==> src/rtl/ps2_host_tx_pkg.sv <==
// Shared state encodings, PS/2 command bytes and small helpers for the host transmitter.
// Pure declarations; no timing or flow control of its own.
package ps2_host_tx_pkg;

  typedef logic [2:0] state_t;

  localparam state_t ST_IDLE      = 3'd0;
  localparam state_t ST_INHIBIT   = 3'd1;
  localparam state_t ST_REQ       = 3'd2;
  localparam state_t ST_SHIFT     = 3'd3;
  localparam state_t ST_ACK       = 3'd4;
  localparam state_t ST_WAIT_IDLE = 3'd5;

  localparam logic [7:0] PS2_CMD_SET_LED = 8'hED;
  localparam logic [7:0] PS2_CMD_RESET   = 8'hFF;
  localparam logic [7:0] PS2_CMD_ENABLE  = 8'hF4;

  // Device clock falls per frame: 8 data bits, parity, stop, then the ACK clock.
  localparam logic [3:0] FRAME_FALLS = 4'd11;

  function automatic logic odd_parity(input logic [7:0] b);
    return ~^b;
  endfunction

  function automatic int max_int(input int a, input int b);
    return (a > b) ? a : b;
  endfunction

endpackage

==> src/rtl/ps2_host_tx_if.sv <==
// Command-side port bundle: byte + start request towards the transmitter, busy/done/err back.
// start is a single-cycle request honoured only while busy is low; done/err form a one-cycle result.
interface ps2_host_tx_if;
  logic [7:0] tx_byte;
  logic       tx_start;
  logic       busy;
  logic       done;
  logic       err;

  modport master (output tx_byte, output tx_start, input busy, input done, input err);
  modport slave  (input tx_byte, input tx_start, output busy, output done, output err);
endinterface

==> src/rtl/ps2_line_filter.sv <==
// 2-FF synchronizer plus FILTER_LEN run-length filter for one open-drain PS/2 line.
// Level changes 2+FILTER_LEN cycles after the pad; fall is a registered one-cycle pulse; no backpressure.
module ps2_line_filter #(
  parameter int FILTER_LEN = 8
) (
  input  logic clk,
  input  logic rst,
  input  logic pad,
  output logic level,
  output logic fall
);

  localparam int CW = $clog2(FILTER_LEN + 1);
  localparam logic [CW-1:0] RUN_LAST = CW'(FILTER_LEN - 1);

  logic          sync1;
  logic          sync2;
  logic [CW-1:0] run_cnt;

  // Lines idle high, so the filter starts at 1 and never reports a fall out of reset.
  always_ff @(posedge clk) begin
    if (rst) begin
      sync1   <= 1'b1;
      sync2   <= 1'b1;
      level   <= 1'b1;
      run_cnt <= '0;
      fall    <= 1'b0;
    end else begin
      sync1 <= pad;
      sync2 <= sync1;
      fall  <= 1'b0;
      if (sync2 == level) begin
        run_cnt <= '0;
      end else if (run_cnt == RUN_LAST) begin
        level   <= sync2;
        run_cnt <= '0;
        fall    <= ~sync2;
      end else begin
        run_cnt <= run_cnt + 1'b1;
      end
    end
  end

endmodule

==> src/rtl/ps2_host_tx.sv <==
// PS/2 host-to-device transmitter: inhibit, request-to-send, device-clocked shift, ACK check.
// Clock pull-down 1 cycle after accept; requests while busy are dropped; done/err pulse once per frame.
module ps2_host_tx
  import ps2_host_tx_pkg::*;
#(
  parameter int CLK_FREQ_HZ    = 100_000_000,
  parameter int INHIBIT_CYCLES = 12_000,
  parameter int SETUP_CYCLES   = 100,
  parameter int TIMEOUT_CYCLES = 2_000_000,
  parameter int FILTER_LEN     = 8
) (
  input  logic          clk,
  input  logic          rst,
  ps2_host_tx_if.slave  ctl,
  input  logic          ps2_clk_in,
  input  logic          ps2_data_in,
  output logic          ps2_clk_drv_low,
  output logic          ps2_data_drv_low
);

  if (CLK_FREQ_HZ < 1 || INHIBIT_CYCLES < 1 || SETUP_CYCLES < 1 ||
      TIMEOUT_CYCLES < 2 || FILTER_LEN < 1) begin : g_bad_cfg
    $error("ps2_host_tx: parameter out of range");
  end

  localparam int CNT_MAX = max_int(max_int(INHIBIT_CYCLES, SETUP_CYCLES), TIMEOUT_CYCLES);
  localparam int CNT_W   = $clog2(CNT_MAX + 1);
  localparam logic [CNT_W-1:0] INH_LAST   = CNT_W'(INHIBIT_CYCLES - 1);
  localparam logic [CNT_W-1:0] SETUP_LAST = CNT_W'(SETUP_CYCLES - 1);
  localparam logic [CNT_W-1:0] TMO_LAST   = CNT_W'(TIMEOUT_CYCLES - 1);

  state_t           state;
  logic [CNT_W-1:0] cnt;
  logic [3:0]       bit_cnt;
  logic [7:0]       tx_data;
  logic             parity;
  logic             nack;
  logic             clk_drv;
  logic             data_drv;
  logic             busy_r;
  logic             done_r;
  logic             err_r;

  logic clk_lvl;
  logic clk_fall;
  logic data_lvl;
  logic data_fall_unused;

  ps2_line_filter #(.FILTER_LEN(FILTER_LEN)) u_clk_filter (
    .clk   (clk),
    .rst   (rst),
    .pad   (ps2_clk_in),
    .level (clk_lvl),
    .fall  (clk_fall)
  );

  ps2_line_filter #(.FILTER_LEN(FILTER_LEN)) u_data_filter (
    .clk   (clk),
    .rst   (rst),
    .pad   (ps2_data_in),
    .level (data_lvl),
    .fall  (data_fall_unused)
  );

  always_ff @(posedge clk) begin
    if (rst) begin
      state    <= ST_IDLE;
      cnt      <= '0;
      bit_cnt  <= '0;
      tx_data  <= '0;
      parity   <= 1'b0;
      nack     <= 1'b0;
      clk_drv  <= 1'b0;
      data_drv <= 1'b0;
      busy_r   <= 1'b0;
      done_r   <= 1'b0;
      err_r    <= 1'b0;
    end else begin
      done_r <= 1'b0;
      err_r  <= 1'b0;
      case (state)
        ST_IDLE: begin
          if (ctl.tx_start) begin
            tx_data <= ctl.tx_byte;
            parity  <= odd_parity(ctl.tx_byte);
            clk_drv <= 1'b1;
            busy_r  <= 1'b1;
            cnt     <= '0;
            state   <= ST_INHIBIT;
          end
        end
        ST_INHIBIT: begin
          if (cnt == INH_LAST) begin
            cnt      <= '0;
            data_drv <= 1'b1;
            state    <= ST_REQ;
          end else begin
            cnt <= cnt + 1'b1;
          end
        end
        ST_REQ: begin
          // Releasing the clock with data held low is the request-to-send; data low doubles as the start bit.
          if (cnt == SETUP_LAST) begin
            cnt     <= '0;
            clk_drv <= 1'b0;
            bit_cnt <= '0;
            state   <= ST_SHIFT;
          end else begin
            cnt <= cnt + 1'b1;
          end
        end
        ST_SHIFT: begin
          if (clk_fall) begin
            cnt <= '0;
            if (bit_cnt != FRAME_FALLS) bit_cnt <= bit_cnt + 1'b1;
            if (bit_cnt < 4'd8)       data_drv <= ~tx_data[bit_cnt[2:0]];
            else if (bit_cnt == 4'd8) data_drv <= ~parity;
            else if (bit_cnt == 4'd9) data_drv <= 1'b0;
            else                      state    <= ST_ACK;
          end else if (cnt >= TMO_LAST) begin
            clk_drv  <= 1'b0;
            data_drv <= 1'b0;
            busy_r   <= 1'b0;
            done_r   <= 1'b1;
            err_r    <= 1'b1;
            state    <= ST_IDLE;
          end else begin
            cnt <= cnt + 1'b1;
          end
        end
        ST_ACK: begin
          nack  <= data_lvl;
          cnt   <= cnt + 1'b1;
          state <= ST_WAIT_IDLE;
        end
        ST_WAIT_IDLE: begin
          if (clk_lvl && data_lvl) begin
            busy_r <= 1'b0;
            done_r <= 1'b1;
            err_r  <= nack;
            state  <= ST_IDLE;
          end else if (cnt >= TMO_LAST) begin
            clk_drv  <= 1'b0;
            data_drv <= 1'b0;
            busy_r   <= 1'b0;
            done_r   <= 1'b1;
            err_r    <= 1'b1;
            state    <= ST_IDLE;
          end else begin
            cnt <= cnt + 1'b1;
          end
        end
        default: begin
          clk_drv  <= 1'b0;
          data_drv <= 1'b0;
          busy_r   <= 1'b0;
          state    <= ST_IDLE;
        end
      endcase
    end
  end

  assign ps2_clk_drv_low  = clk_drv;
  assign ps2_data_drv_low = data_drv;
  assign ctl.busy         = busy_r;
  assign ctl.done         = done_r;
  assign ctl.err          = err_r;

endmodule

==> src/flat_wrapper.sv <==
// flat-port wrapper written by rule: the top's interface ports become plain ports
module ps2_host_tx_flat import ps2_host_tx_pkg::*;
#(
  parameter int CLK_FREQ_HZ    = 100_000_000,
  parameter int INHIBIT_CYCLES = 12_000,
  parameter int SETUP_CYCLES   = 100,
  parameter int TIMEOUT_CYCLES = 2_000_000,
  parameter int FILTER_LEN     = 8
)
  (clk, rst, ps2_clk_in, ps2_data_in, ps2_clk_drv_low, ps2_data_drv_low, ctl_tx_byte, ctl_tx_start, ctl_busy, ctl_done, ctl_err);
  ps2_host_tx_if ctl_i ();
  input  logic clk;
  input  logic rst;
  input  logic ps2_clk_in;
  input  logic ps2_data_in;
  output logic ps2_clk_drv_low;
  output logic ps2_data_drv_low;
  input wire logic [$bits(ctl_i.tx_byte)-1:0] ctl_tx_byte;
  input wire logic [$bits(ctl_i.tx_start)-1:0] ctl_tx_start;
  output wire logic [$bits(ctl_i.busy)-1:0] ctl_busy;
  output wire logic [$bits(ctl_i.done)-1:0] ctl_done;
  output wire logic [$bits(ctl_i.err)-1:0] ctl_err;
  assign ctl_i.tx_byte = ctl_tx_byte;
  assign ctl_i.tx_start = ctl_tx_start;
  assign ctl_busy = ctl_i.busy;
  assign ctl_done = ctl_i.done;
  assign ctl_err = ctl_i.err;
  ps2_host_tx #(.CLK_FREQ_HZ(CLK_FREQ_HZ), .INHIBIT_CYCLES(INHIBIT_CYCLES), .SETUP_CYCLES(SETUP_CYCLES), .TIMEOUT_CYCLES(TIMEOUT_CYCLES), .FILTER_LEN(FILTER_LEN)) u_core (.clk(clk), .rst(rst), .ctl(ctl_i), .ps2_clk_in(ps2_clk_in), .ps2_data_in(ps2_data_in), .ps2_clk_drv_low(ps2_clk_drv_low), .ps2_data_drv_low(ps2_data_drv_low));
endmodule
==> config.mk <==
export PLATFORM = sky130hd
export DESIGN_NAME = ps2_host_tx_flat
export DESIGN_NICKNAME = d
export VERILOG_FILES = /design/src/rtl/ps2_host_tx_pkg.sv /design/src/rtl/ps2_host_tx_if.sv /design/src/rtl/ps2_line_filter.sv /design/src/rtl/ps2_host_tx.sv /design/src/flat_wrapper.sv
export SDC_FILE = /design/constraint.sdc
export NUM_CORES = 1
export LEC_CHECK = 0
export BUFFER_PORTS_ARGS = -buffer_cell sky130_fd_sc_hd__buf_4
export CAP_MARGIN = 20
export CORE_MARGIN = 4
export CORE_UTILIZATION = 55
export DETAILED_ROUTE_END_ITERATION = 8
export PLACE_DENSITY = 0.78
export SLEW_MARGIN = 20
export SYNTH_ARGS = -nofsm -noshare
export SYNTH_HDL_FRONTEND = slang
export SYNTH_SLANG_ARGS = --single-unit
==> constraint.sdc <==
create_clock -name clk -period 2.6 [get_ports clk]
set_clock_uncertainty 0.2 [all_clocks]
set_input_delay 0.78 -clock clk [delete_from_list [all_inputs] [get_ports clk]]
set_output_delay 0.78 -clock clk [all_outputs]
set_load 0.01 [all_outputs]
Word level (Yosys, flattened, before mapping)
Index checks and enable logic that the tools add are counted.
{"block": "word_totals", "ff_bits": 58, "inputBits": 13, "output_inout_bits": 5, "wordCells": 128}
{"block": "classes", "addsub": 4, "order_cmp": 3, "n_eq_ne": 25, "mux": 47, "n_bitwise": 9, "reduce_logical": 20}
{"cell": "$mux 21", "count": 6}
{"cell": "$pmux 21 s6", "count": 1}
{"cell": "$mux 3", "count": 9}
{"cell": "$add 21x1->21 const B", "count": 1}
{"cell": "$eq 21x14->1 const B", "count": 1}
{"cell": "$eq 21x7->1 const B", "count": 1}
{"cell": "$ge 21x21->1 const B", "count": 1}
{"cell": "$mux 1", "count": 20}
{"cell": "$pmux 3 s6", "count": 1}
{"cell": "$reduce_or 3->1", "count": 5}
{"cell": "$add 4x1->4 const B", "count": 3}
{"cell": "$mux 4", "count": 3}
{"cell": "$ne 3x3->1 const B", "count": 3}
{"cell": "$not 1->1", "count": 9}
{"cell": "$eq 4x3->1 const B", "count": 2}
{"cell": "$eq 4x4->1 const B", "count": 2}
{"cell": "$ne 2x2->1 const B", "count": 4}
{"cell": "$pmux 1 s4", "count": 2}
{"cell": "$pmux 4 s2", "count": 1}
{"cell": "$reduce_and 4->1", "count": 2}
{"cell": "$reduce_xnor 8->1", "count": 1}
{"cell": "$eq 3x2->1 const B", "count": 2}
{"cell": "$eq 3x3->1 const B", "count": 2}
{"cell": "$ne 2x1->1 const B", "count": 3}
{"cell": "18 further kinds", "count": 23}

Longest topological paths before layout
Gate-level depths: netlist of the first run.
{"block": "depth", "ltp_word": 6, "mapped_depth": 8, "depth_no_buf": 8}

Hierarchy
From an unflattened synthesis of the first run, not the netlist that was laid out.
{"block": "hier_totals", "cells_unflattened": 409, "area_unflattened_um2": 3472.1}
{"module": "ps2_host_tx", "instances": 1, "cells_each": 357, "area_per_inst_um2": 2871.5, "seq_area_each_um2": 860.8}
{"module": "ps2_line_filter", "instances": 2, "cells_each": 26, "area_per_inst_um2": 300.3, "seq_area_each_um2": 160.2}

Worst setup path before layout of the first run
No wires, ideal clock.
{"block": "synth_path", "path_kind": "register to register", "startpoint": "register u_core.cnt[9]", "endpoint": "register u_core.bit_cnt[3]", "setup_time_ns": 0.070, "t_arrival_ns": 2.208, "t_required_ns": 2.330, "setup_slack_ns": 0.122, "path_stages_with_launch": 8, "path_buffers": 1, "synth_period_minus_slack_ns": 2.478, "path_cell_list": "dfxtp_1 > buf_6 > or4_4 > or2_4 > o31ai_4 > nand2_4 > or4_1 > a21oi_1"}
{"block": "synth_between", "elab_chain_len": 3}
{"element": "from (decl)", "line_no": "ps2_host_tx.sv:33", "rtl": "logic [CNT_W-1:0] cnt;"}
{"element": "from (signal assigned)", "line_no": "ps2_host_tx.sv:98", "rtl": "cnt <= cnt + 1'b1;"}
{"element": "from (signal assigned)", "line_no": "ps2_host_tx.sv:109", "rtl": "cnt <= cnt + 1'b1;"}
{"element": "from (signal assigned)", "line_no": "ps2_host_tx.sv:128", "rtl": "cnt <= cnt + 1'b1;"}
{"element": "$eq 21x7->1", "line_no": "ps2_host_tx.sv:103", "rtl": "if (cnt == SETUP_LAST) begin"}
{"element": "$ne 2x1->1 (no line)"}
{"element": "$reduce_and 4->1 (no line)"}
{"element": "to (signal assigned)", "line_no": "ps2_host_tx.sv:115", "rtl": "if (bit_cnt != FRAME_FALLS) bit_cnt <= bit_cnt + 1'b1;"}
{"element": "to (decl)", "line_no": "ps2_host_tx.sv:34", "rtl": "logic [3:0] bit_cnt;"}
Every way passes these cells.
A chain may end at the register's enable or synchronous reset.

Final worst setup path of the first run
{"block": "layout_path", "startpoint": "register u_core.cnt[1]", "endpoint": "register u_core.bit_cnt[3]"}
The elaborated chain is that of the path after synthesis.

==> results of run 1 <==
==> synthesized netlist by cell type, drive strengths merged, types with 2 or more instances <==
master / n
nor3: 14
o311ai: 2
nor4: 4
mux4: 2
or3: 5
mux2i: 4
clkbuf: 19
and2: 6
buf: 3
nand3: 18
a311o: 2
and3: 7
nor2: 33
a31o: 2
nor2b: 6
nand2: 55
o211ai: 6
a21oi: 38
xnor2: 11
nand3b: 3
o41ai: 4
ha: 5
xor2: 2
nand4: 6
dfxtp: 58
o21ai: 21
o31ai: 11
or4: 5
o2111ai: 6
a41oi: 4
or2: 5
a22oi: 3
a31oi: 3
nand2b: 3
nor4b: 2
and4: 4
inv: 11
o31a: 2
==> flip-flops by register name (all words and copies together) (netlist names), 3 cells and up <==
| name | flops |
|---|---|
| u_core.u_clk_filter.run_cnt | 4 |
| u_core.cnt | 21 |
| u_core.u_data_filter.run_cnt | 4 |
| u_core.bit_cnt | 4 |
| u_core.state | 3 |
| u_core.tx_data | 8 |
==> routing by layer <==
| layer | routed length, um | global-route usage |
|---|---|---|
| met5 | 0 | 0 |
| met4 | 186 | 0.0835 |
| met2 | 4280 | 0.417 |
| met1 | 3720 | 0.305 |
| met3 | 553 | 0.0573 |
==> worst min path at each step <==
stage,startpoint,endpoint,slack (ns),cells after the start
after detailed placement,u_core.u_data_filter.sync1,u_core.u_data_filter.sync2,0.21,1
after floorplan,u_core.u_clk_filter.sync1,u_core.u_clk_filter.sync2,0.19,1
after CTS,u_core.u_data_filter.sync1,u_core.u_data_filter.sync2,0.22,1
after global placement,u_core.u_data_filter.sync1,u_core.u_data_filter.sync2,0.20,1
after global routing,u_core.u_data_filter.sync1,u_core.u_data_filter.sync2,0.22,1
final,u_core.u_data_filter.sync1,u_core.u_data_filter.sync2,0.22,1
==> report_power, final <==
group | leakage (nW) | internal [mW] | switching, mW
Sequential | 0.471 | 0.958 | 0.0597
Combinational | 0.820 | 0.387 | 0.559
Clock | 0.123 | 0.690 | 0.386
Total | 1.41 | 2.03 | 1.00
==> critical path, stage by stage, from the launching register on <==
cell      delay (ns)
dfxtp_1         0.34
ha_1            0.26
nor4bb_2        0.36
nand3_1         0.19
o31ai_4         0.24
buf_12          0.16
nand2_4         0.06
or4_1           0.47
a21oi_1         0.15
==> cell usage in the layout (no fill, tap or decap), types with 6 or more instances in the layout <==
cell      instances
o31ai_1           9
nor2_1           33
clkbuf_8         11
o211ai_1          6
xnor2_1          11
nand3_1          18
nor2b_1           6
and2_1            6
nor3_1           14
nand2_1          54
dfxtp_1          58
nand4_1           6
o21ai_0          20
a21oi_1          38
buf_4            46
and3_1            7
inv_1            11
==> layout make-up <==
| cell class | instances | area, um2 | share of cell area |
|---|---|---|---|
| timing repair buffer | 47 | 365 | 0.0934 |
| multi-input combinational | 319 | 2000 | 0.512 |
| clock inverter | 4 | 97.6 | 0.0249 |
| clock buffer | 12 | 155 | 0.0397 |
| tap | 72 | 90.1 | 0.0230 |
| inverter | 11 | 41.3 | 0.0106 |
| sequential | 58 | 1160 | 0.297 |
==> per-stage QoR <==
step	utilization	std cells	setup TNS, ns	total power [mW]	instance area, um2
2_1_floorplan	-	410	0	1.59	3280
3_3_place_gp	0.645	507	0	1.93	3640
3_5_place_dp	0.645	507	0	1.96	3640
4_1_cts	0.690	523	0	3.03	3890
5_1_grt	0.694	523	-0.0157	3.18	3910
6_report	0.694	523	0	3.04	3910
==> cell families after synthesis <==
| kind of cell | synth area share |
|---|---|
| AND/OR/NAND/NOR | 0.276 |
| XOR/XNOR | 0.0348 |
| buffers and inverters | 0.0405 |
| flip-flops | 0.354 |
| AO/OA/AOI/OAI | 0.249 |
| multiplexers | 0.0260 |
| adder cells (fa/ha/maj) | 0.0191 |
==> repair_timing <==
| item | in CTS | in global routing |
|---|---|---|
| setup buffers | 0 | 0 |
| endpoints found under the hold margin | 0 | 0 |
| resized for setup | 0 | 5 |
| endpoints found under the setup margin | 0 | 13 |
==> metrics.md, run 1 <==
| Metric | Value |
|---|---|
| Top cells by area, synth | `dfxtp_1 (35%), nand2_1 (6.2%), a21oi_1 (5.8%)` |
| Worst vdd ir | `0.000552 V` |
| Synth Warn # | `0` |
| Starting DRC count in detailed routing | `336` |
| Layout cell share with drive strength beyond 1 | `0.182` |
| Leakage | `1.41 nW` |
| Largest net degree at the start of global routing | `22` |
| I/O pin count | `18` |
| Worst-Skew Late Latency | `0.35 ns` |
| Syn_area_per_cell | `7.99 um2` |
| Clk buf depth | `2` |
| Worst slew pin tran | `0.440 ns` |
| Die area | `7250 um2` |
| Nets | `464` |
| Diodes inserted | `0` |
| CTS tree | `yes` |
| Area leader, netlist | `dfxtp_1` |
| Crit path from | `u_core.cnt[1]` |
| FILL cells | `452` |
| Element type at the critical path end | `flop` |
| Cell Area, Synth | `3280 um2` |
| Inserted Clock Buffers | `9` |
| Distinct cells, synth | `62` |
| PortBufs | `17` |
| Slew HR | `0.707` |
| Reg2reg setup slack | `0.09 ns` |
| Syn Inst Count | `410` |
| DP HPWL | `6180 um` |
| Max frequency | `398 MHz` |
| Hold_ws | `0.216 ns` |
| First-pass GRT wire length | `14,400 um` |
| Slew Limit Fails | `0` |
| CTS Hold Buffers Added | `0` |
| Setup violations, final | `0` |
| Initial Utilization | `0.581` |
| H-tree levels | `3` |
| Sequential element share of the synthesized area | `0.354` |
| Tot GR Track Use | `0.246` |
| Cell Pwr Density | `777 nW/um2` |
| Worst r2r src | `u_core.cnt[1]` |
| Pre-CTS WS | `0.104 ns` |
| Die W | `85.2 um` |
| Startpoint types | `flop` |
| CTS root buf | `clkbuf_8` |
| Yosys reg bits | `58` |
| Run status | `complete, no violations` |
| Fin crit period | `2.51 ns` |
| Post-synth top area share | `0.354` |
| Post-synth top flop | `dfxtp_1` |
| Post-route setup slack | `0.0894 ns` |
| Initial antenna violation count | `0` |
| Routed Antenna Nets | `0` |
| Placer Congestion | `0.922` |
| # Max-Cap Violations | `0` |
| Number of synthesized flops with an enable pin | `0` |
| # clock sinks | `58` |
| Vias per cell | `6.33` |
| DRC | `0` |
| Data required time of the worst path | `2.68 ns` |
| Row Count | `27` |
| CP endpoint | `u_core.bit_cnt[3]` |
| Crit path kind | `reg2reg` |
| Critical Path AT | `2.59 ns` |
| Core ar. | `5640 um2` |
| WL final | `8740 um` |
| Period Utilization, post-route | `0.966` |
| Syn nets | `428` |
| Remaining global-route overflow | `0` |
| Async set or reset register ratio after synthesis | `0` |
| Hold Vio Cnt, Final | `0` |
| Reg2reg path depth | `8` |
| Worst hold-check path type | `reg2reg` |
| TritonRoute pass-1 iters | `5` |
| Vias in the first global route | `3,060` |
| Height of the chip | `85.2 um` |
| Reg clk slew, reported paths | `0.07 ns` |
| Worst r2r dst | `u_core.bit_cnt[3]` |
| Post-DR wirelength/cell | `16.7 um` |
| Max FO, Critical Path | `10` |
| Area Overhead vs Synth | `19.4%` |
| Total number of vias | `3,313` |
No activity file was read; power rests on OpenSTA's default activity.
==> inputs of run 2 (changes only) <==
--- a/config.mk
+++ b/config.mk
@@ -7,10 +7,10 @@
 export LEC_CHECK = 0
 export BUFFER_PORTS_ARGS = -buffer_cell sky130_fd_sc_hd__buf_4
 export CAP_MARGIN = 20
-export CORE_MARGIN = 4
-export CORE_UTILIZATION = 55
+export CORE_MARGIN = 5
+export CORE_UTILIZATION = 44
 export DETAILED_ROUTE_END_ITERATION = 8
-export PLACE_DENSITY = 0.78
+export PLACE_DENSITY = 0.65
 export SLEW_MARGIN = 20
 export SYNTH_ARGS = -nofsm -noshare
 export SYNTH_HDL_FRONTEND = slang
==> constraint.sdc (replaced) <==
create_clock -name clk -period 2.6 [get_ports clk]
set_clock_uncertainty 0.2 [all_clocks]
set_input_delay 0.26 -clock clk [delete_from_list [all_inputs] [get_ports clk]]
set_output_delay 0.26 -clock clk [all_outputs]
set_load 0.01 [all_outputs]
==> run 2 against run 1 <==
Compared with the run above:
- first-iteration DRC count shrank 46%
- worst hold slack got worse by 0.074 ns
- clock power fell by 13%
- core utilization fell by 14 points
- via count is 2.1% lower
- sequential power hardly changed
- critical path type unchanged
- critical endpoint is now u_core.cnt[11]
==> metrics.md, run 2 (same netlist as run 1, synthesis figures left out) <==
| Metric | Value |
|---|---|
| Final Util | `0.549` |
| Internal | `1.88 mW` |
| Inst Count DP | `531` |
| Clk buf depth | `2` |
| Crit path from | `u_core.cnt[8]` |
| Element type at the critical path end | `flop` |
| Sw power | `1.01 mW` |
| Setup violations, final | `0` |
| Height of the chip | `96.3 um` |
| Vias in the first global route | `3,084` |
| Clock power frac | `0.327` |
| Diodes inserted | `0` |
| Buf/Inv on CP | `1` |
| Slowest stage delay, CP | `0.53 ns` |
| Comb pwr share | `0.323` |
| Placer Congestion | `0.938` |
| Commonest cells after routing, fill and taps aside | `dfxtp_1 (58), nand2_1 (54), buf_4 (44), a21oi_1 (38), nor2_1 (33)` |
| Period Utilization, post-route | `0.966` |
| Hold path start | `rst` |
| Slew HR | `0.676` |
| RSZ-0062 raised after global routing | `true` |
| Worst hold-check path type | `in2reg` |
| Crit path kind | `reg2reg` |
| Worst vdd ir | `0.000360 V` |
| Data required time of the worst path | `2.62 ns` |
| Inserted Clock Buffers | `9` |
| Area Overhead vs Synth | `21.5%` |
| CTS tree | `yes` |
| Total number of vias | `3,244` |
| Nets | `471` |
| Row Count | `31` |
| Worst slew pin tran | `0.487 ns` |
| Largest net degree at the start of global routing | `39` |
| Remaining global-route overflow | `0` |
| Most flops, register | `u_core.cnt` |
| Reg2reg path depth | `7` |
| Reg2reg setup slack | `0.09 ns` |
| Die W | `96.3 um` |
| CTS root buf | `clkbuf_8` |
| Power Total | `2.89 mW` |
| Core ar. | `7250 um2` |
| FILL cells | `702` |
| Layout cell share with drive strength beyond 1 | `0.175` |
| Crit path max-delay family | `compound AO/OA/AOI/OAI gates` |
| Post-DR wirelength/cell | `15.4 um` |
| Flop pwr share | `0.350` |
| TritonRoute pass-1 iters | `5` |
| Largest registers | `u_core.cnt x21, u_core.tx_data x8` |
| Cell Pwr Density | `726 nW/um2` |
| Routed Antenna Nets | `0` |
| Reg area | `1160 um2` |
| Area of the multi-input gates | `2000 um2` |
| Initial antenna violation count | `0` |
| Critical Path AT | `2.53 ns` |
| PortBufs | `17` |
| Die area | `9270 um2` |
| Worst-Skew Late Latency | `0.35 ns` |
| Hold Crit Endpoint | `u_core.nack` |
| Hold Path Depth | `2` |
| Max FO, Critical Path | `10` |
| Crit-path slowest cell | `or4_4` |
| Max frequency | `398 MHz` |
| Fin crit period | `2.51 ns` |
| Reg clk slew, reported paths | `0.07 ns` |
| Run status | `complete, no violations` |
| Tot GR Track Use | `0.203` |
| # Max-Cap Violations | `0` |
| DRC | `0` |
| Worst r2r src | `u_core.cnt[8]` |
| Vias per cell | `5.82` |
| Hold Vio Cnt, Final | `0` |
| Leakage | `1.42 nW` |
| # clock sinks | `58` |
| # Post-CTS Setup Buffers | `0` |
| H-tree levels | `3` |
| Worst r2r dst | `u_core.cnt[11]` |
| First-pass GRT wire length | `14,500 um` |
| Sum of negative setup slack | `0 ns` |
| I/O pin count | `18` |
| DP HPWL | `6010 um` |
| CP Cell Sequence | `or4_4 > or2_4 > o2111ai_2 > a31oi_1 > buf_4 > o311ai_0 > o41ai_1` |
| Final non-filler cell total | `557` |
| Initial Utilization | `0.452` |
| Switching part of the total | `0.350` |
| WL final | `8590 um` |
| Max FFs per register | `21` |
| Startpoint types | `flop` |
| Commonest non-fill, non-tap cell in the layout | `dfxtp_1` |
| Slew Limit Fails | `0` |
| Starting DRC count in detailed routing | `182` |
[run 2: cell types whose count changed in the layout (fill, tap and decap cells not counted), sizes merged]
cell	change
buf	-3
clkbuf	-3
clkinvlp	+1
bufinv	-1
dlygate4sd3	+10
inv	+1
clkinv	+2
[run 2: worst max path at each step]
stage          depth (start not counted)                end
2_1_floorplan                          7  u_core.bit_cnt[3]
3_3_place_gp                           7      u_core.cnt[0]
3_5_place_dp                           6     u_core.cnt[11]
4_1_cts                                6     u_core.cnt[11]
5_1_grt                                7      u_core.cnt[5]
6_report                               7     u_core.cnt[11]
[run 2: power groups by stage]
| stage | Sequential (mW) | Combinational, mW | Clock, mW |
|---|---|---|---|
| finish | 1.01 | 0.934 | 0.945 |
| global route | 1.02 | 1.03 | 1.01 |
| CTS | 1.01 | 0.920 | 0.966 |
| detailed placement | 1.03 | 0.902 | 0 |
| global placement | 1.03 | 0.898 | 0 |
| floorplan | 1.02 | 0.566 | 0 |
[run 2: worst register-to-register path: cells and delay by family (launching register included)]
family / cells / cell delay, ns
compound gates: 4 / 0.84
flops: 1 / 0.36
simple gates: 2 / 0.80
buf+inv: 1 / 0.20
[run 2: what timing repair did]
item                                   CTS  global route
gates resized for setup                  0             3
setup endpoints to repair                0             7
endpoints found under the hold margin   10             0
hold buffers                            10             0
[run 2: layout make-up]
cell class,count,share of cell area
Sequential cell,58,0.292
Clock inverter,7,0.0255
Inverter,11,0.0104
Multi-Input combinational cell,319,0.502
Timing Repair Buffer,54,0.108
Tap cell,99,0.0311
Clock buffer,9,0.0311
[run 2: stage by stage]
step / instance area [um2] / hold slack [ns] / setup WS (ns)
CTS: 3960 / 0.118 / 0.0758
floorplan: 3280 / 0.164 / 0.122
global route: 3980 / 0.143 / -0.0000326
detailed placement: 3640 / 0.206 / 0.0823
finish: 3980 / 0.142 / 0.0885
global placement: 3640 / 0.198 / 0.122
[run 2: routing by layer]
| layer | GRT usage | wire, um | vias to the layer above |
|---|---|---|---|
| met1 | 0.262 | 3950 | 1542 |
| met4 | 0.0794 | 161 | 0 |
| met3 | 0.0555 | 461 | 15 |
| met2 | 0.321 | 4020 | 79 |
| li1 | - | - | 1608 |
| met5 | 0 | 0 | - |
